**config.mk**
```make
export PLATFORM = sky130hd
export DESIGN_NAME = accum_scheduler_flat
export DESIGN_NICKNAME = d
export VERILOG_FILES = /design/src/rtl/accum_scheduler_pkg.sv /design/src/rtl/accum_scheduler_if.sv /design/src/rtl/accum_scheduler_mod_counter.sv /design/src/rtl/accum_scheduler.sv /design/src/flat_wrapper.sv
export SDC_FILE = /design/constraint.sdc
export NUM_CORES = 1
export LEC_CHECK = 0
export ABC_AREA = 1
export CAP_MARGIN = 20
export CORE_MARGIN = 2
export CORE_UTILIZATION = 42
export DETAILED_ROUTE_END_ITERATION = 8
export PLACE_DENSITY = 0.73
export SLEW_MARGIN = 25
export SYNTH_ARGS = -nofsm -noshare
export SYNTH_HDL_FRONTEND = slang
export SYNTH_SLANG_ARGS = --single-unit
```
**constraint.sdc**
```tcl
create_clock -name clock_i -period 1.19 [get_ports clock_i]
set_input_delay 0.1785 -clock clock_i [delete_from_list [all_inputs] [get_ports clock_i]]
set_output_delay 0.1785 -clock clock_i [all_outputs]
set_load 0.01 [all_outputs]
```
**src/rtl/accum_scheduler_pkg.sv**
```systemverilog
// Shared correlator definitions: default geometry of the accumulate schedule
// and the scheduler state encoding.
package accum_scheduler_pkg;

   localparam int TRATE_DEFAULT = 30;
   localparam int TBITS_DEFAULT = 5;
   localparam int LOOPS_DEFAULT = 8;
   localparam int LBITS_DEFAULT = 3;

   typedef enum logic [1:0] {
      ST_IDLE = 2'd0,
      ST_RUN  = 2'd1,
      ST_HOLD = 2'd2
   } sched_state_t;

endpackage

```
**src/rtl/accum_scheduler_if.sv**
```systemverilog
// Control bundle between the accumulate scheduler and the correlator/accumulator
// datapath. The master drives the requests; the scheduler is the slave.
interface accum_scheduler_if
   import accum_scheduler_pkg::*;
#(
   parameter int TBITS = TBITS_DEFAULT,
   parameter int LBITS = LBITS_DEFAULT
) ();

   logic             start_i;
   logic             stop_i;
   logic             sums_valid_i;
   logic             pass_i;
   logic             frame_ready_i;

   logic             enable_o;
   logic [TBITS-1:0] tsel_o;
   logic             clear_o;
   logic             frame_o;
   logic [LBITS-1:0] pass_o;
   logic             busy_o;
   logic             overrun_o;

   modport master (
      output start_i, stop_i, sums_valid_i, pass_i, frame_ready_i,
      input  enable_o, tsel_o, clear_o, frame_o, pass_o, busy_o, overrun_o
   );

   modport slave (
      input  start_i, stop_i, sums_valid_i, pass_i, frame_ready_i,
      output enable_o, tsel_o, clear_o, frame_o, pass_o, busy_o, overrun_o
   );

endinterface

```
**src/rtl/accum_scheduler_mod_counter.sv**
```systemverilog
// Modulo-N counter with synchronous restart; wrap_o flags the step that
// returns the count to zero.
module mod_counter
   import accum_scheduler_pkg::*;
#(
   parameter int MODULUS = 4,
   parameter int WIDTH   = 2
) (
   input  logic             clock_i,
   input  logic             reset_ni,
   input  logic             enable_i,
   input  logic             clear_i,
   output logic [WIDTH-1:0] count_o,
   output logic             wrap_o
);

   localparam logic [WIDTH-1:0] LAST = WIDTH'(MODULUS - 1);

   assign wrap_o = enable_i && (count_o == LAST);

   // A restart wins over a step taken in the same cycle.
   always_ff @(posedge clock_i or negedge reset_ni) begin
      if (!reset_ni) begin
         count_o <= '0;
      end else if (clear_i) begin
         count_o <= '0;
      end else if (enable_i) begin
         count_o <= wrap_o ? '0 : count_o + WIDTH'(1);
      end
   end

endmodule

```
**src/rtl/accum_scheduler.sv**
```systemverilog
// Accumulate scheduler: sequences correlator slots and accumulator passes into
// integration frames, with back-pressure hold and end-of-frame stop.
module accum_scheduler
   import accum_scheduler_pkg::*;
#(
   parameter int TRATE = TRATE_DEFAULT,
   parameter int TBITS = TBITS_DEFAULT,
   parameter int LOOPS = LOOPS_DEFAULT,
   parameter int LBITS = LBITS_DEFAULT
) (
   input  logic          clock_i,
   input  logic          reset_ni,
   accum_scheduler_if.slave bus
);

   sched_state_t     state;
   sched_state_t     state_next;
   logic             stop_pending;
   logic             stop_req;
   logic             restart;
   logic             beat_en;
   logic             pass_step;
   logic             frame_end;
   logic             frame_q;
   logic             overrun_q;
   logic [TBITS-1:0] tsel;
   logic [LBITS-1:0] pass_idx;

   assign beat_en   = bus.sums_valid_i && (state == ST_RUN);
   assign pass_step = bus.pass_i && (state == ST_RUN);

   mod_counter #(
      .MODULUS (TRATE),
      .WIDTH   (TBITS)
   ) u_slot_counter (
      .clock_i  (clock_i),
      .reset_ni (reset_ni),
      .enable_i (beat_en),
      .clear_i  (restart),
      .count_o  (tsel),
      .wrap_o   ()
   );

   // The pass counter's wrap is exactly the frame-end condition.
   mod_counter #(
      .MODULUS (LOOPS),
      .WIDTH   (LBITS)
   ) u_pass_counter (
      .clock_i  (clock_i),
      .reset_ni (reset_ni),
      .enable_i (pass_step),
      .clear_i  (restart),
      .count_o  (pass_idx),
      .wrap_o   (frame_end)
   );

   always_ff @(posedge clock_i or negedge reset_ni) begin
      if (!reset_ni) begin
         state <= ST_IDLE;
      end else begin
         state <= state_next;
      end
   end

   // A stop raised in the same cycle as a frame decision already counts.
   always_comb begin
      state_next = state;
      restart    = 1'b0;
      stop_req   = stop_pending | bus.stop_i;
      case (state)
         ST_IDLE: begin
            if (bus.start_i) begin
               state_next = ST_RUN;
               restart    = 1'b1;
            end
         end
         ST_RUN: begin
            if (frame_end) begin
               if (!bus.frame_ready_i) begin
                  state_next = ST_HOLD;
               end else if (stop_req) begin
                  state_next = ST_IDLE;
               end
            end
         end
         ST_HOLD: begin
            if (bus.frame_ready_i) begin
               if (stop_req) begin
                  state_next = ST_IDLE;
               end else begin
                  state_next = ST_RUN;
                  restart    = 1'b1;
               end
            end
         end
         default: begin
            state_next = ST_IDLE;
         end
      endcase
   end

   always_ff @(posedge clock_i or negedge reset_ni) begin
      if (!reset_ni) begin
         stop_pending <= 1'b0;
         frame_q      <= 1'b0;
         overrun_q    <= 1'b0;
      end else begin
         frame_q <= frame_end;
         if (state == ST_IDLE) begin
            stop_pending <= bus.start_i & bus.stop_i;
         end else if (state_next == ST_IDLE) begin
            stop_pending <= 1'b0;
         end else if (bus.stop_i) begin
            stop_pending <= 1'b1;
         end
         if ((state == ST_IDLE) && bus.start_i) begin
            overrun_q <= 1'b0;
         end else if ((state == ST_HOLD) && bus.sums_valid_i) begin
            overrun_q <= 1'b1;
         end
      end
   end

   assign bus.enable_o  = beat_en;
   assign bus.tsel_o    = tsel;
   assign bus.clear_o   = (pass_idx == '0) && (state == ST_RUN);
   assign bus.frame_o   = frame_q;
   assign bus.pass_o    = pass_idx;
   assign bus.busy_o    = (state != ST_IDLE);
   assign bus.overrun_o = overrun_q;

endmodule

```
**src/flat_wrapper.sv**
```systemverilog
// flat-port wrapper written by rule: the top's interface ports become plain ports
module accum_scheduler_flat import accum_scheduler_pkg::*;
#(
   parameter int TRATE = TRATE_DEFAULT,
   parameter int TBITS = TBITS_DEFAULT,
   parameter int LOOPS = LOOPS_DEFAULT,
   parameter int LBITS = LBITS_DEFAULT
)
  (clock_i, reset_ni, bus_start_i, bus_stop_i, bus_sums_valid_i, bus_pass_i, bus_frame_ready_i, bus_enable_o, bus_tsel_o, bus_clear_o, bus_frame_o, bus_pass_o, bus_busy_o, bus_overrun_o);
  accum_scheduler_if #(.TBITS(TBITS), .LBITS(LBITS)) bus_i ();
  input  logic clock_i;
  input  logic reset_ni;
  input wire logic [$bits(bus_i.start_i)-1:0] bus_start_i;
  input wire logic [$bits(bus_i.stop_i)-1:0] bus_stop_i;
  input wire logic [$bits(bus_i.sums_valid_i)-1:0] bus_sums_valid_i;
  input wire logic [$bits(bus_i.pass_i)-1:0] bus_pass_i;
  input wire logic [$bits(bus_i.frame_ready_i)-1:0] bus_frame_ready_i;
  output wire logic [$bits(bus_i.enable_o)-1:0] bus_enable_o;
  output wire logic [$bits(bus_i.tsel_o)-1:0] bus_tsel_o;
  output wire logic [$bits(bus_i.clear_o)-1:0] bus_clear_o;
  output wire logic [$bits(bus_i.frame_o)-1:0] bus_frame_o;
  output wire logic [$bits(bus_i.pass_o)-1:0] bus_pass_o;
  output wire logic [$bits(bus_i.busy_o)-1:0] bus_busy_o;
  output wire logic [$bits(bus_i.overrun_o)-1:0] bus_overrun_o;
  assign bus_i.start_i = bus_start_i;
  assign bus_i.stop_i = bus_stop_i;
  assign bus_i.sums_valid_i = bus_sums_valid_i;
  assign bus_i.pass_i = bus_pass_i;
  assign bus_i.frame_ready_i = bus_frame_ready_i;
  assign bus_enable_o = bus_i.enable_o;
  assign bus_tsel_o = bus_i.tsel_o;
  assign bus_clear_o = bus_i.clear_o;
  assign bus_frame_o = bus_i.frame_o;
  assign bus_pass_o = bus_i.pass_o;
  assign bus_busy_o = bus_i.busy_o;
  assign bus_overrun_o = bus_i.overrun_o;
  accum_scheduler #(.TRATE(TRATE), .TBITS(TBITS), .LOOPS(LOOPS), .LBITS(LBITS)) u_core (.clock_i(clock_i), .reset_ni(reset_ni), .bus(bus_i));
endmodule
```
==> metrics.md <==
| Metric | Value |
|---|---|
| Synth area leaders | dfrtp_1, nand2_1, ha_1 |
| Leakage | 0.000722 uW |
| Area grow syn2layout | 85.4% |
| Nets | 156 |
| Max-slew violation count | 0 |
| Max-cap viol count | 0 |
| Crit path DAT | 1670 ps |
| Largest delay share family, worst path | flip-flops |
| Post-synthesis adder-cell area fraction | 8.29% |
| First-pass GRT wire length | 3.38 mm |
| # rows | 15 |
| Worst slew pin tran | 220 ps |
| Post-Synth Simple-Gate Area | 31.3% |
| CTS tree | built |
| Crit path buf inv count | 2 |
| Slowest-stage cell, CP | dfrtp_1 |
| Syn avg cell area | 8.77 um^2 |
| Post-synthesis mux area share | 0% |
| Post-synthesis compound-gate area fraction | 7.96% |
| Via density | 4.73 |
| H-tree depth | 1 |
| Worst path cell trace | buf_6 > ha_4 > ha_4 > inv_4 > nor2_4 > nand2_1 > nand2_1 > nand2_1 > nand2_2 > nand2_2 > nand2_2 > a21oi_2 |
| Worst setup SP type | flip-flop |
| Vias in the first global route | 788 |
| Post-layout min period | 1450 ps |
| Crit-path max FO | 3 |
| Post-synthesis sequential area ratio | 43.1% |
| Relative slew slack | 85.3% |
| Seq cells post-synth | 13 |
| Core ar. | 1710 um^2 |
| Most common cell after layout, fill and taps aside | buf_4 |
| Initial antenna violation count | 0 |
| Clock Tree Buf Depth | 2 |
| Final Hold Viols | 0 |
| Number of synthesized flops with an enable pin | 0 |
| CP peak stage delay | 410 ps |
| Unrepaired setup endpoints after global routing | yes |
| Initial Util | 44.2% |
| Die area | 2150 um^2 |
| Library cells used by synthesis | 21 |
| TritonRoute pass-1 iters | 4 |
| Peak VDD IR | 0.00162 V |
| Worst Hold Class | primary input to asynchronous set/reset pin |
| Status | complete, but fails checks |
| Fmax | 689 MHz |
| Layout cells sized above 1 | 59.4% |
| Async S/R FF share, synth | 100% |
| Critical path class | flip-flop to flip-flop |
| Clk root buf | clkbuf_4 |
| DR iter-0 viols | 7 |
| Ports | 20 |
| Failing checks | setup timing |
| Synth top area share | 43.1% |
| I/O Buffers | 19 |
| Chip height | 46.4 um |
| Pwr Total | 2810 uW |
| Area of the mapped netlist | 754 um^2 |
| CP Data Required Time | 1410 ps |
| Post-Synth XOR/XNOR Area | 2.32% |
| Clk_lat worst skew | 290 ps |
| Clock skew | 4.56 ps |
| Clock slew at reported path FFs | 80 ps |
| Gp weighted congestion | 0.824 |
| Power density cells | 2010 nW/um^2 |
| Fin crit share | 122% |
| Largest area contributor in the netlist | dfrtp_1 |
| Hpwl dp | 1.32 mm |
| Post-route setup slack | -261 ps |
| Avg WL per Cell | 12.9 um |
| Commonest cells after routing, fill and taps aside | buf_4, nand2_1, dfrtp_1 |
| Ys Warns | 0 |
| DR vias | 794 |
| CTS Buf Count | 3 |
| Syn Nets | 98 |
| Clock sink count | 13 |
| Setup Viol. Count Final | 14 |
| DRC | 0 |
| Routed wire length | 2.16 mm |
| Top_reg_cell synth | dfrtp_1 |
| Die Width | 46.4 um |
| Post-route ant nets | 0 |
| Gr usage total | 22.9% |
| Largest net degree at the start of global routing | 14 |
| Post-synthesis cell count | 86 |
| ANT cells | 0 |
| Hold_buf cts | 0 |
| Crit end category | flip-flop |
| Largest family of logic cells by synthesized area | simple AND/OR/NAND/NOR gates |
| Grt ovf | 0 |
| Pre-CTS setup slack | -412 ps |
## sequential cells by signal (all words and copies together), names as in the netlist
register and flops:
u_core.bus.frame_o 1, u_core.bus.overrun_o 1, u_core.state 2, u_core.u_slot_counter.count_o 5
u_core.u_pass_counter.count_o 3, u_core.stop_pending 1
## power breakdown
| part | internal, uW | switching (uW) | total, uW |
|---|---|---|---|
| Sequential | 595 | 111 | 707 |
| Combinational | 936 | 879 | 1810 |
| Clock | 130 | 159 | 289 |
| Total | 1660 | 1150 | 2810 |
## stage by stage
step,hold slack [ps],utilization [%],setup TNS [ps],cell area (um^2),cells
6_report,206,81.9,-1640,1400,168
5_1_grt,224,81.9,-2450,1400,168
4_1_cts,210,77.9,-1540,1330,165
3_5_place_dp,490,65.9,-3730,1130,148
3_3_place_gp,483,65.9,-3420,1130,148
2_1_floorplan,-117,-,-127,769,86
## path summary, 6_finish.rpt
path,cells past startpoint,from,end,slack [ps]
worst max-delay path,12,u_core.u_pass_counter.count_o[1],u_core.stop_pending,-260
worst min-delay path,2,reset_ni,u_core.u_slot_counter.count_o[2],210
worst max register to register,12,u_core.u_pass_counter.count_o[1],u_core.stop_pending,-260
worst min register to register,2,u_core.bus.overrun_o,u_core.bus.overrun_o,510
max in group asynchronous,2,reset_ni,u_core.u_pass_counter.count_o[2],800
min in group clock_i,2,u_core.bus.overrun_o,u_core.bus.overrun_o,510
## synth_stat cells, types with 2 or more instances
| cell | count |
|---|---|
| o21ai_1 | 2 |
| ha_1 | 5 |
| nor2_4 | 3 |
| o21ai_0 | 3 |
| inv_2 | 2 |
| nand3_1 | 6 |
| nand3_2 | 2 |
| nand2_4 | 2 |
| dfrtp_1 | 13 |
| inv_1 | 12 |
| nand2_1 | 22 |
| xor2_1 | 2 |
| nor2_1 | 4 |
## layout make-up
type,count,area [um^2]
flip-flops and latches,13,327
multi-input cells,59,508
repair buffers,53,449
fillers,109,309
inverters,14,57.6
well taps,25,31.3
clock buffers,4,26.3
## cells by family after synthesis
kind of cell / after synthesis
buf+inv: 14
compound gates: 10
simple gates: 42
fa+ha+maj: 5
flops: 13
xor+xnor: 2
## layer usage
layer	GRT usage, %	up-vias	wire length (um)
met3	2.35	7	61
met1	25.4	380	854
met2	41.9	19	1180
met4	12.0	0	61
li1	-	388	-
met5	0	-	0
## timing repair
item | CTS | global route
gates cloned | 0 | 0
setup endpoints to repair | 24 | 17
endpoints found under the hold margin | 0 | 0
setup buffers | 13 | 5
gates resized for setup | 56 | 20
pin swaps | 12 | 14
(Power assumes the default switching activity.)
